## src/rtl/mips_control_muldiv_sequencer.sv

```systemverilog
// mips_control_muldiv_sequencer
// Iterative MULT/MULTU/DIV/DIVU engine that owns the architectural HI/LO pair.
// One operand bit is processed per RUN cycle (shift-add multiply or restoring
// divide); signs are stripped in PREP and reapplied in FIX.
// Optional feature: define MIPS_CONTROL_MULDIV_EARLY_OUT_EN to let multiplies
// leave RUN as soon as the remaining multiplier bits are all zero.
module mips_control_muldiv_sequencer #(
    parameter int WIDTH = 32
) (
    input  logic             clock,
    input  logic             reset,
    input  logic             start,
    input  logic [1:0]       op,
    input  logic [WIDTH-1:0] rs,
    input  logic [WIDTH-1:0] rt,
    input  logic             readHi,
    input  logic             readLo,
    input  logic             writeHi,
    input  logic             writeLo,
    input  logic [WIDTH-1:0] writeData,
    output logic             ready,
    output logic             busy,
    output logic             stall,
    output logic             done,
    output logic [WIDTH-1:0] hi,
    output logic [WIDTH-1:0] lo
);

    localparam int CW = (WIDTH > 1) ? $clog2(WIDTH) : 1;
    localparam logic [CW-1:0] LAST = CW'(WIDTH - 1);

    typedef enum logic [1:0] {IDLE, PREP, RUN, FIX} state_t;

    state_t             state;
    logic               is_signed;
    logic               is_div;
    logic               neg_prod;
    logic               neg_rem;
    logic [WIDTH-1:0]   rs_orig;   // original rs, kept for divide-by-zero HI
    logic [WIDTH-1:0]   op_a;      // raw rt after issue, then mplier or dividend
    logic [2*WIDTH-1:0] op_b;      // mcand (shifts left) or divisor (low half)
    logic [2*WIDTH-1:0] acc;       // product, or {remainder, quotient}
    logic [CW-1:0]      count;

    logic [WIDTH-1:0]   mag_rs;
    logic [WIDTH-1:0]   mag_rt;
    logic [2*WIDTH-1:0] mul_acc_next;
    logic [WIDTH:0]     div_trial;
    logic               div_ge;
    logic [WIDTH-1:0]   div_rem_next;
    logic               mul_early;
    logic               run_last;
    logic [2*WIDTH-1:0] prod;
    logic [WIDTH-1:0]   fix_hi;
    logic [WIDTH-1:0]   fix_lo;

    assign ready = (state == IDLE);
    assign busy  = ~ready;
    assign stall = busy & (start | readHi | readLo | writeHi | writeLo);

    // Operand magnitudes and the single-iteration datapath for both operations.
    always_comb begin
        // NOTE: every always_comb output gets a default first, so no path can infer a latch.
        mag_rs       = rs_orig;
        mag_rt       = op_a;
        mul_early    = 1'b0;
        if (is_signed && rs_orig[WIDTH-1]) mag_rs = -rs_orig;
        if (is_signed && op_a[WIDTH-1])    mag_rt = -op_a;

        mul_acc_next = acc + (op_a[0] ? op_b : '0);

        div_trial    = {acc[2*WIDTH-1:WIDTH], op_a[WIDTH-1]};
        div_ge       = (div_trial >= {1'b0, op_b[WIDTH-1:0]});
        div_rem_next = div_ge ? (div_trial[WIDTH-1:0] - op_b[WIDTH-1:0])
                              : div_trial[WIDTH-1:0];

`ifdef MIPS_CONTROL_MULDIV_EARLY_OUT_EN
        // This iteration consumes the last set multiplier bit (or none is left).
        mul_early = ~is_div && (op_a[WIDTH-1:1] == '0);
`else
        mul_early = 1'b0;
`endif
        run_last = (count == LAST) || mul_early;
    end

    // Sign fix-up and special cases applied when the loop has finished.
    always_comb begin
        prod   = neg_prod ? -acc : acc;
        fix_hi = prod[2*WIDTH-1:WIDTH];
        fix_lo = prod[WIDTH-1:0];
        if (is_div) begin
            if (op_b[WIDTH-1:0] == '0) begin
                fix_hi = rs_orig;
                fix_lo = '1;
            end else begin
                fix_lo = neg_prod ? -acc[WIDTH-1:0] : acc[WIDTH-1:0];
                fix_hi = neg_rem ? -acc[2*WIDTH-1:WIDTH] : acc[2*WIDTH-1:WIDTH];
            end
        end
    end

    // Sequencer FSM with the HI/LO registers and the registered done pulse.
    always_ff @(posedge clock or posedge reset) begin
        if (reset) begin
            // NOTE: datapath registers are reset too, so an aborted operation leaves nothing behind.
            state     <= IDLE;
            is_signed <= 1'b0;
            is_div    <= 1'b0;
            neg_prod  <= 1'b0;
            neg_rem   <= 1'b0;
            rs_orig   <= '0;
            op_a      <= '0;
            op_b      <= '0;
            acc       <= '0;
            count     <= '0;
            hi        <= '0;
            lo        <= '0;
            done      <= 1'b0;
        end else begin
            // NOTE: sequential state uses non-blocking assignments so every register sees pre-edge values.
            done <= 1'b0;
            case (state)
                IDLE: begin
                    if (start) begin
                        is_signed <= ~op[0];
                        is_div    <= op[1];
                        rs_orig   <= rs;
                        op_a      <= rt;
                        state     <= PREP;
                    end else begin
                        if (writeHi) hi <= writeData;
                        if (writeLo) lo <= writeData;
                    end
                end
                PREP: begin
                    neg_prod <= is_signed & (rs_orig[WIDTH-1] ^ op_a[WIDTH-1]);
                    neg_rem  <= is_signed & rs_orig[WIDTH-1];
                    acc      <= '0;
                    count    <= '0;
                    if (is_div) begin
                        op_a <= mag_rs;
                        op_b <= {{WIDTH{1'b0}}, mag_rt};
                    end else begin
                        op_a <= mag_rt;
                        op_b <= {{WIDTH{1'b0}}, mag_rs};
                    end
                    state <= RUN;
                end
                RUN: begin
                    if (is_div) begin
                        acc  <= {div_rem_next, acc[WIDTH-2:0], div_ge};
                        op_a <= op_a << 1;
                    end else begin
                        acc  <= mul_acc_next;
                        op_b <= op_b << 1;
                        op_a <= op_a >> 1;
                    end
                    count <= count + CW'(1);
                    if (run_last) state <= FIX;
                end
                FIX: begin
                    hi    <= fix_hi;
                    lo    <= fix_lo;
                    done  <= 1'b1;
                    state <= IDLE;
                end
                default: state <= IDLE;
            endcase
        end
    end

endmodule

```

## config.mk

```make
export PLATFORM = sky130hd
export DESIGN_NAME = mips_control_muldiv_sequencer
export DESIGN_NICKNAME = d
export VERILOG_FILES = /design/src/rtl/mips_control_muldiv_sequencer.sv
export SDC_FILE = /design/constraint.sdc
export NUM_CORES = 1
export LEC_CHECK = 0
export ABC_CLOCK_PERIOD_IN_PS = 18000
export BUFFER_PORTS_ARGS = -buffer_cell sky130_fd_sc_hd__buf_2
export CORE_ASPECT_RATIO = 1.4
export CORE_MARGIN = 2
export CORE_UTILIZATION = 45
export DETAILED_ROUTE_END_ITERATION = 12
export GPL_TIMING_DRIVEN = 0
export PLACE_DENSITY = 0.71
export REMOVE_ABC_BUFFERS = 1
export SYNTH_ARGS = -nofsm -noshare
export SYNTH_HDL_FRONTEND = slang
export SYNTH_SLANG_ARGS = --single-unit
```

## constraint.sdc

```tcl
create_clock -name clock -period 18 [get_ports clock]
set_input_delay 2.7 -clock clock [delete_from_list [all_inputs] [get_ports clock]]
set_output_delay 2.7 -clock clock [all_outputs]
set_load 0.05 [all_outputs]
```

# Word level (Yosys, flattened, before mapping)
# Index checks and enable logic that the tools add are counted.
# totals
inputBits,105
word_cells,86
register_bits,268
# op_classes
n_mux,31
n_lt_le_gt_ge,1
bitwise,10
addsub,8
n_reduce_logical,13
n_eq_ne,10
# op_table
cell,count
2-to-1 mux 32 bit,17
2-to-1 mux 64 bit,4
case mux 64 bit (2 select lines),2
negator 32 bit,4
case mux 32 bit (2 select lines),2
case mux 32 bit (3 select lines),1
adder 64 bit,1
negator 64 bit,1
greater-or-equal comparator 33 x 32 -> 1 bit,1
zero test 32 bit,1
subtractor 32 bit,1
!= test 2 bit (second input constant),6
case mux 5 bit (2 select lines),1
case mux 2 bit (4 select lines),1
AND reduction 2 bit,4
AND reduction 3 bit,2
adder 5 x 1 -> 5 bit (second input constant),1
equality test 5 bit (second input constant),1
equality test 2 bit (second input constant),2
2-to-1 mux 2 bit,2
bitwise OR 1 bit,4
nonzero test 2 bit,2
AND 1 bit,3
nonzero test 3 bit,1
other kinds (6),8

# Logic depth before layout (Yosys ltp)
# Gate-level depths: netlist of run 1.
# logic_depth
word_depth,5
ltp_mapped,16
mapped_depth_nobuf,14

# Worst setup path after synthesis of run 1
# Ideal clock, no wire load.
# synth_path
path_type,in2out
start,input port readHi
end,output port stall
setup_slack_ns,11.783
n_path_buf,0
arrival_time_ns,3.517
t_required_ns,15.300
cell_stages,2
path_cell_list,nor3_1 > a21oi_1
# synth_between
elab_chain_cells,5
# synth_lines
element,line,text
from (decl),16,"input logic readHi,"
bitwise OR 1 bit (4 in a row),59,assign stall = busy & (start | readHi | readLo | writeHi | writeLo);
AND 1 bit,59,
to (decl),23,"output logic stall,"
# Every way passes these cells.

# Worst setup path in the final report of run 1
# layout_path
start,register op_a[0]
end,register acc[61]
# layout_between
elab_chain_cells,4
# layout_lines
element,line,text
from (decl),40,logic [WIDTH-1:0] op_a;
from (signal assigned),128,op_a <= rt;
from (signal assigned),141,op_a <= mag_rs;
from (signal assigned),144,op_a <= mag_rt;
2-to-1 mux 64 bit,70,mul_acc_next = acc + (op_a[0] ? op_b : '0);
adder 64 bit,70,
2-to-1 mux 64 bit,150,if (is_div) begin
case mux 64 bit (2 select lines),122,case (state)
to (signal assigned),151,"acc <= {div_rem_next, acc[WIDTH-2:0], div_ge};"
to (signal assigned),154,acc <= mul_acc_next;
to (decl),42,logic [2*WIDTH-1:0] acc;
# Every way passes these cells.
# A chain may end at the register's enable or synchronous reset.

==> metrics.md, run 1 <==
| Metric | Value |
|---|---|
| Result of the run | `finished, final reports clean` |
| Capture point of the worst reg-to-reg path | `acc[61]` |
| Worst Path Arrival | `6430 ps` |
| Top_reg_cell synth | `dfrtp_1` |
| Count of input and output buffers | `172` |
| Wirelength, routed | `83400 um` |
| Setup-violating endpoint count in the final report | `0` |
| Launch point of the worst path | `op_a[0]` |
| Worst setup margin | `12000 ps` |
| Post-Synth Adder-Cell Area | `6.104%` |
| Unique cell type count in the Yosys netlist | `79` |
| Worst-Skew Late Latency | `600 ps` |
| Number of cells produced by synthesis | `2813` |
| Synthesized flop and latch total | `268` |
| Initial Util | `45.56%` |
| Static leakage | `0.01091 uW` |
| Depth of the worst register-to-register path | `13` |
| Die area | `0.05157 sq mm` |
| Peak ir drop on the vdd network | `0.2631 mV` |
| Maximum buffer depth of the clock tree | `3` |
| Initial antenna violation count | `1` |
| Clock-pin slew reported for the worst setup and hold paths after clock tree synthesis | `70 ps` |
| Die boundary height | `267.9 um` |
| Vias | `22260` |
| Count of cells resized by post-cts repair | `0` |
| Proportion of layout cells with a drive suffix above 1 | `11.66%` |
| # rows | `96` |
| Net count, final | `3047` |
| Minimum clock period | `5998 ps` |
| Crit-path max cell delay | `1120 ps` |
| Type of the tightest min-delay check | `reg2reg` |
| Pins Over Slew Limit | `0` |
| Proportion of synthesized flip-flops having asynchronous set or reset | `100.0%` |
| Reg-to-reg startpoint | `op_a[0]` |
| Count of boundary I/O pins | `173` |
| Final weighted congestion of routability-driven global placement | `0.9599` |
| H-tree lvl count | `1` |
| Detailed placer's ending HPWL | `63410 um` |
| Actual transition at the worst max-transition pin | `1380 ps` |
| Compound-Gate Fraction of Synth Area | `27.85%` |
| Number of setup buffers added after CTS | `0` |
| DRC violation count after routing | `0` |
| Final hold vios | `0` |
| Dominant combinational cell family by area after synthesis | `compound AO/OA/AOI/OAI gates` |
| Number of warnings issued by yosys | `0` |
| Setup slack at placement | `11400 ps` |
| Fin Setup TNS | `0 ps` |
| Number of gates on the worst path with buffers counted | `13` |
| Number of vias per cell | `6.372` |
| Via count of the first global-routing pass | `21410` |
| Die Wd | `192.5 um` |
| Worst R2R Setup Slack | `12000 ps` |
| Fillers | `4736` |
| Number of clock sinks | `268` |
| Maximum number of pins on one net before global-route repair | `130` |
| Number of flops mapped to enable cells by yosys | `0` |
| Top achievable clock speed | `166.7 MHz` |
| Setup repair after global routing missed its margin | `no` |
| Number of search-and-repair iterations in the first detailed-routing pass | `8` |
| GR Util All Layers | `31.94%` |
| Clock tree from TritonCTS | `yes` |
| P&R area growth vs syn | `10.40%` |
| Number of buffers added by the clock tree synthesis step | `29` |
| Category of the most critical setup path | `reg2reg` |
| 1st-iter DRT viols | `1903` |
| Multiplexer fraction of the synthesized cell area | `5.232%` |
| Startpoint types | `register` |
| Post-synthesis simple-gate area fraction | `17.45%` |
| Final core occ | `50.30%` |
| Number of buffer and inverter stages on the critical path | `1` |
| Critical path's top delay family | `compound AO/OA/AOI/OAI gates` |
| Sequential-to-total area share from yosys stat | `29.96%` |
| Max-slew headroom at the worst pin | `7.900%` |
| Post-cts hold buffer count | `0` |
| Count of antenna-violating nets left after detailed routing | `0` |
| Power per Cell Area | `219.3 mW/mm^2` |
| Routed wire length per instance | `23.87 um` |
| Endpoint required time on the critical path | `18440 ps` |
| Average size of a mapped cell | `7.957 sq um` |
| Global route total overflow | `0` |
| Number of inserted diodes | `0` |
| Hold WS | `476.5 ps` |
| Maximum fanout encountered on the critical timing path | `40` |
| Std-Cell Core Area | `0.04913 sq mm` |
| CP Capture Point | `acc[61]` |
| Clk Tree Root Cell | `clkbuf_16` |
| # Max-Cap Violations | `0` |
| Cells along the critical path | `inv_1 > nor2_1 > ha_1 > a21o_1 > o21bai_1 > o41ai_1 > o31a_1 > o31a_1 > o41ai_1 > nand3_1 > a311oi_1 > xnor2_1 > o221ai_1` |
| Cell area after placement | `0.02371 sq mm` |
| Worst-path cell with the longest stage delay | `inv_1` |
| Netlist area before placement | `0.02238 sq mm` |
| XOR/XNOR share of the synthesized area | `8.295%` |
| First-pass GRT wire length | `126400 um` |
| Post-route clock period utilization | `33.32%` |
| Clock Skews | `18.99 ps` |
| Type of destination of the critical path | `register` |
| Fin area | `0.02471 sq mm` |
[cell type report]
class,count,area [sq um],share of cell area [%]
Clock buffer,41,840.8,3.403
Clock inverter,13,158.9,0.6430
Inverter,98,377.9,1.529
Multi-Input combinational cell,2245,14610,59.11
Sequential cell,268,6713,27.16
Tap cell,637,797.0,3.225
Timing Repair Buffer,192,1217,4.927
[cells in the final DEF (no fill, tap or decap), types with 51 or more instances in the layout]
cell type  synthesis  routed
mux2_2            56      56
a21oi_1          226     224
ha_1             106     102
o21ai_0          306     306
a22o_1            61      61
o22ai_1           58      58
nand2_1          323     322
mux2i_1           54      54
buf_2              3     172
a21o_1            51      51
xnor2_1          130     130
nor2_1           210     207
dfrtp_1          268     265
xor2_1            82      82
inv_1             96      95
[tightest hold or removal path: stages (launching register included)]
cell and delay, ps:
dfrtp_1 340, nand2_1 40, o21ai_0 60
[per-stage QoR]
step	total power, uW	std cells
finish	5420	3494
global route	5765	3494
CTS	5365	3494
detailed placement	4704	3440
floorplan	3532	2611
global placement	4603	3420
[cells by family (layout without fill, tap and decap cells)]
kind of cell,count (synthesis),count (layout)
AOI/OAI and AO/OA,984,984
xor gates and xnor gates,212,212
adders and majority gates,108,108
buffers and inverters,300,344
DFF,268,268
muxes,110,110
and+or+nand+nor,831,831
[worst min-delay path by stage]
stage,start,to,depth (start not counted)
global route,lo[21],lo[21],2
global placement,lo[21],lo[21],2
finish,lo[25],lo[25],2
floorplan,count[3],count[3],1
detailed placement,lo[21],lo[21],2
CTS,lo[21],lo[21],2
[cells in the mapped netlist, drive strengths merged, types with 24 or more instances]
cell type,number,area share (%)
nand2,323,5.4
o21ai,308,6.9
dfrtp,268,30
a21oi,226,5.1
nor2,210,3.5
clkbuf,178,3.0
xnor2,130,5.1
ha,106,5.9
inv,96,1.6
xor2,82,3.2
a22o,61,2.4
o22ai,58,1.6
mux2,56,2.8
mux2i,54,2.4
a21o,51,1.7
o31ai,51,1.8
and2,44,1.2
nand3,39,0.87
o211ai,35,1.2
nor3,34,0.76
nand4,29,0.81
nor4,28,0.87
nor3b,25,0.84
buf,24,0.47
[sequential cells by signal, summed over array words and instances (netlist names)]
signal	count
is_div	1
neg_rem	1
state	2
op_a	32
op_b	64
lo	32
count	5
done	1
hi	32
neg_prod	1
rs_orig	32
acc	64
is_signed	1
[routing by layer]
layer / vias up / global-route usage, % / part of all wire [%]
li1: 10300 / - / -
met1: 10770 / 39.00 / 39
met2: 972 / 54.48 / 48
met3: 225 / 3.317 / 6.8
met4: 2 / 18.49 / 6.3
met5: - / 0 / 0.016
[where the power goes]
group,internal [uW],switching (uW)
Sequential,841,420
Combinational,1190,2330
Clock,368,276
No activity file was read; power rests on OpenSTA's default activity.
==> run 2, diff against run 1 <==
--- a/config.mk
+++ b/config.mk
@@ -5,7 +5,7 @@
 export SDC_FILE = /design/constraint.sdc
 export NUM_CORES = 1
 export LEC_CHECK = 0
-export ABC_CLOCK_PERIOD_IN_PS = 18000
+export ABC_CLOCK_PERIOD_IN_PS = 5700
 export BUFFER_PORTS_ARGS = -buffer_cell sky130_fd_sc_hd__buf_2
 export CORE_ASPECT_RATIO = 1.4
 export CORE_MARGIN = 2
==> constraint.sdc (replaced) <==
create_clock -name clock -period 5.7 [get_ports clock]
set_input_delay 0.855 -clock clock [delete_from_list [all_inputs] [get_ports clock]]
set_output_delay 0.855 -clock clock [all_outputs]
set_load 0.05 [all_outputs]
==> run 2 against run 1 <==
Flip-flop and latch count is the same; via count grew 0.23%; highest routed layer unchanged; critical path type unchanged; worst hold slack worse by 280 ps; power rose to 3.2 times the previous value.
==> metrics.md, run 2 (synthesis gave the netlist of run 1 again) <==
| Metric | Value |
|---|---|
| Leading registers by flop count | `acc (64), op_b (64) (unchanged)` |
| Number of buffers added by the clock tree synthesis step | `29 (unchanged)` |
| Setup-violating endpoint count in the final report | `0 (unchanged)` |
| Result of the run | `finished, final reports clean (unchanged)` |
| Internal Dissipation | `7581 uW (was 2395 uW)` |
| Maximum number of pins on one net before global-route repair | `130 (unchanged)` |
| Most frequent standard cell in the layout excluding fill and tap cells | `nand2_1 (unchanged)` |
| Final weighted congestion of routability-driven global placement | `0.9599 (unchanged)` |
| Initial Util | `45.56% (unchanged)` |
| Global route total overflow | `0 (unchanged)` |
| Post-route clock period utilization | `93.10% (was 33.32%)` |
| Minimum clock period | `5307 ps (was 5998 ps)` |
| Final hold vios | `0 (unchanged)` |
| Clock Power Share | `11.9% (about the same)` |
| Worst setup margin | `393.2 ps (was 12000 ps)` |
| Final core occ | `50.39% (was 50.30%)` |
| Hold WS | `193.0 ps (was 476.5 ps)` |
| Pwr Total | `17180 uW (was 5420 uW)` |
| Maximum fanout encountered on the critical timing path | `41 (was 40)` |
| Category of the most critical setup path | `reg2reg (unchanged)` |
| Fin area | `0.02476 sq mm (was 0.02471 sq mm)` |
| Switching share of power | `55.87% (was 55.81%)` |
| Initial antenna violation count | `1 (unchanged)` |
| NetSw | `9598 uW (was 3025 uW)` |
| First-pass GRT wire length | `126700 um (was 126400 um)` |
| Pins Over Slew Limit | `0 (unchanged)` |
| Count of input and output buffers | `172 (unchanged)` |
| # Max-Cap Violations | `0 (unchanged)` |
| Clk Tree Root Cell | `clkbuf_16 (unchanged)` |
| DRC violation count after routing | `0 (unchanged)` |
| Static leakage | `0.01093 uW (was 0.01091 uW)` |
| Number of clock sinks | `268 (unchanged)` |
| Type of the tightest min-delay check | `in2async (was reg2reg)` |
| Post-cts hold buffer count | `0 (unchanged)` |
| Setup repair after global routing missed its margin | `no (unchanged)` |
| Via count of the first global-routing pass | `21500 (was 21410)` |
| Die boundary height | `267.9 um (unchanged)` |
| Number of vias per cell | `6.378 (was 6.372)` |
| Startpoint types | `register (unchanged)` |
| Worst Path Arrival | `5750 ps (was 6430 ps)` |
| Worst-Skew Late Latency | `610 ps (was 600 ps)` |
| Actual transition at the worst max-transition pin | `1296 ps (was 1380 ps)` |
| Peak ir drop on the vdd network | `0.8381 mV (was 0.2631 mV)` |
| Cell area after placement | `0.02371 sq mm (unchanged)` |
| Proportion of layout cells with a drive suffix above 1 | `11.88% (was 11.66%)` |
| Number of search-and-repair iterations in the first detailed-routing pass | `8 (unchanged)` |
| GR Util All Layers | `32.02% (was 31.94%)` |
| Die area | `0.05157 sq mm (unchanged)` |
| Type of destination of the critical path | `register (unchanged)` |
| Fillers | `4737 (was 4736)` |
| Power share of the combinational group | `64.9% (was 64.8%)` |
| Count of boundary I/O pins | `173 (unchanged)` |
| Multi-input gate area | `0.01461 sq mm (about the same)` |
| Detailed placer's ending HPWL | `63410 um (unchanged)` |
| Clock tree from TritonCTS | `yes (unchanged)` |
| Reg power frac | `23.2% (was 23.3%)` |
| Vias | `22320 (was 22260)` |
| Sequential standard cell area | `0.006713 sq mm (unchanged)` |
| Top achievable clock speed | `188.4 MHz (was 166.7 MHz)` |
| Setup slack at placement | `-901.0 ps (was 11400 ps)` |
| Count of antenna-violating nets left after detailed routing | `0 (unchanged)` |
| Net count, final | `3052 (was 3047)` |
| P&R area growth vs syn | `10.60% (was 10.40%)` |
| H-tree lvl count | `1 (unchanged)` |
| Power per Cell Area | `693.9 mW/mm^2 (was 219.3 mW/mm^2)` |
| Wirelength, routed | `83870 um (was 83400 um)` |
| Std-Cell Core Area | `0.04913 sq mm (unchanged)` |
| Number of inserted diodes | `0 (unchanged)` |
| Highest-count cells in the layout ignoring fill and taps | `322 x nand2_1, 306 x o21ai_0, 265 x dfrtp_1 (unchanged)` |
| Die Wd | `192.5 um (unchanged)` |
| Routed wire length per instance | `23.97 um (was 23.87 um)` |
| Max-slew headroom at the worst pin | `13.50% (was 7.900%)` |
| # rows | `96 (unchanged)` |
| Clock-pin slew reported for the worst setup and hold paths after clock tree synthesis | `70 ps (about the same)` |
| Clock Skews | `19.85 ps (was 18.99 ps)` |
| 1st-iter DRT viols | `1800 (was 1903)` |
| Endpoint required time on the critical path | `6140 ps (was 18440 ps)` |
| Maximum buffer depth of the clock tree | `3 (unchanged)` |
-- run 2: cell count changes in the layout (fill, tap and decap cells not counted) --
cell        previous run  this run
o41ai_2                0         1
o41ai_1               15        14
inv_1                 95        94
buf_4                  5         9
clkinvlp_4             3         4
clkinvlp_2             0         1
-- run 2: worst paths after layout --
path                       startpoint   endpoint  slack (ps)  cells after the start
setup / recovery              op_a[0]    acc[61]         390                     13
hold / removal                  reset      lo[5]         190                      2
setup reg to reg              op_a[0]    acc[61]         390                     13
hold reg to reg                lo[25]     lo[25]         480                      2
max in group asynchronous       reset   neg_prod        4540                      3
min in group clock              op[0]  is_signed         450                      2
-- run 2: repair_timing --
item / CTS / global route
setup buffers: 4 / 0
gates cloned: 1 / 0
gates resized for setup: 2 / 1
setup endpoints to repair: 27 / 4
-- run 2: stage by stage --
stage,std cells,TNS (ps)
after CTS,3499,0
after floorplan,2611,-920220
after detailed placement,3440,-8543
after global routing,3499,0
final,3499,0
after global placement,3420,-2609070
-- run 2: cell type report --
cell class / instances / share of cell area, %
multi-input cells: 2245 / 59.03
flip-flops and latches: 268 / 27.11
repair buffers: 196 / 5.039
clock buffers: 41 / 3.396
well taps: 637 / 3.219
inverters: 98 / 1.541
clock inverters: 13 / 0.6418
repair inverters: 1 / 0.02022
-- run 2: critical path: stages (launching register included) --
cell	delay [ps]
dfrtp_2	900
clkinvlp_4	620
nor2_1	220
ha_1	250
o21ai_0	110
nor2_1	200
o41ai_1	210
o31a_1	420
o31a_1	450
o41ai_2	680
nand3_1	270
a311oi_1	420
xnor2_1	220
o221ai_1	170
-- run 2: routing by layer --
metal | GRT usage (%) | vias to the layer above | wire length (um)
met5 | 0 | - | 13
met4 | 18.71 | 2 | 5386
met3 | 3.461 | 243 | 5558
met2 | 54.61 | 987 | 39750
met1 | 38.96 | 10760 | 33160
li1 | - | 10330 | -
-- run 2: power by group through the flow --
| stage | Clock (uW) | Sequential, uW | Combinational [uW] |
|---|---|---|---|
| finish | 2040 | 3990 | 11200 |
| CTS | 2070 | 3940 | 11000 |
| global placement | 0 | 4110 | 10400 |
| floorplan | 0 | 4310 | 6840 |
| global route | 2130 | 4080 | 12000 |
| detailed placement | 0 | 3970 | 10900 |
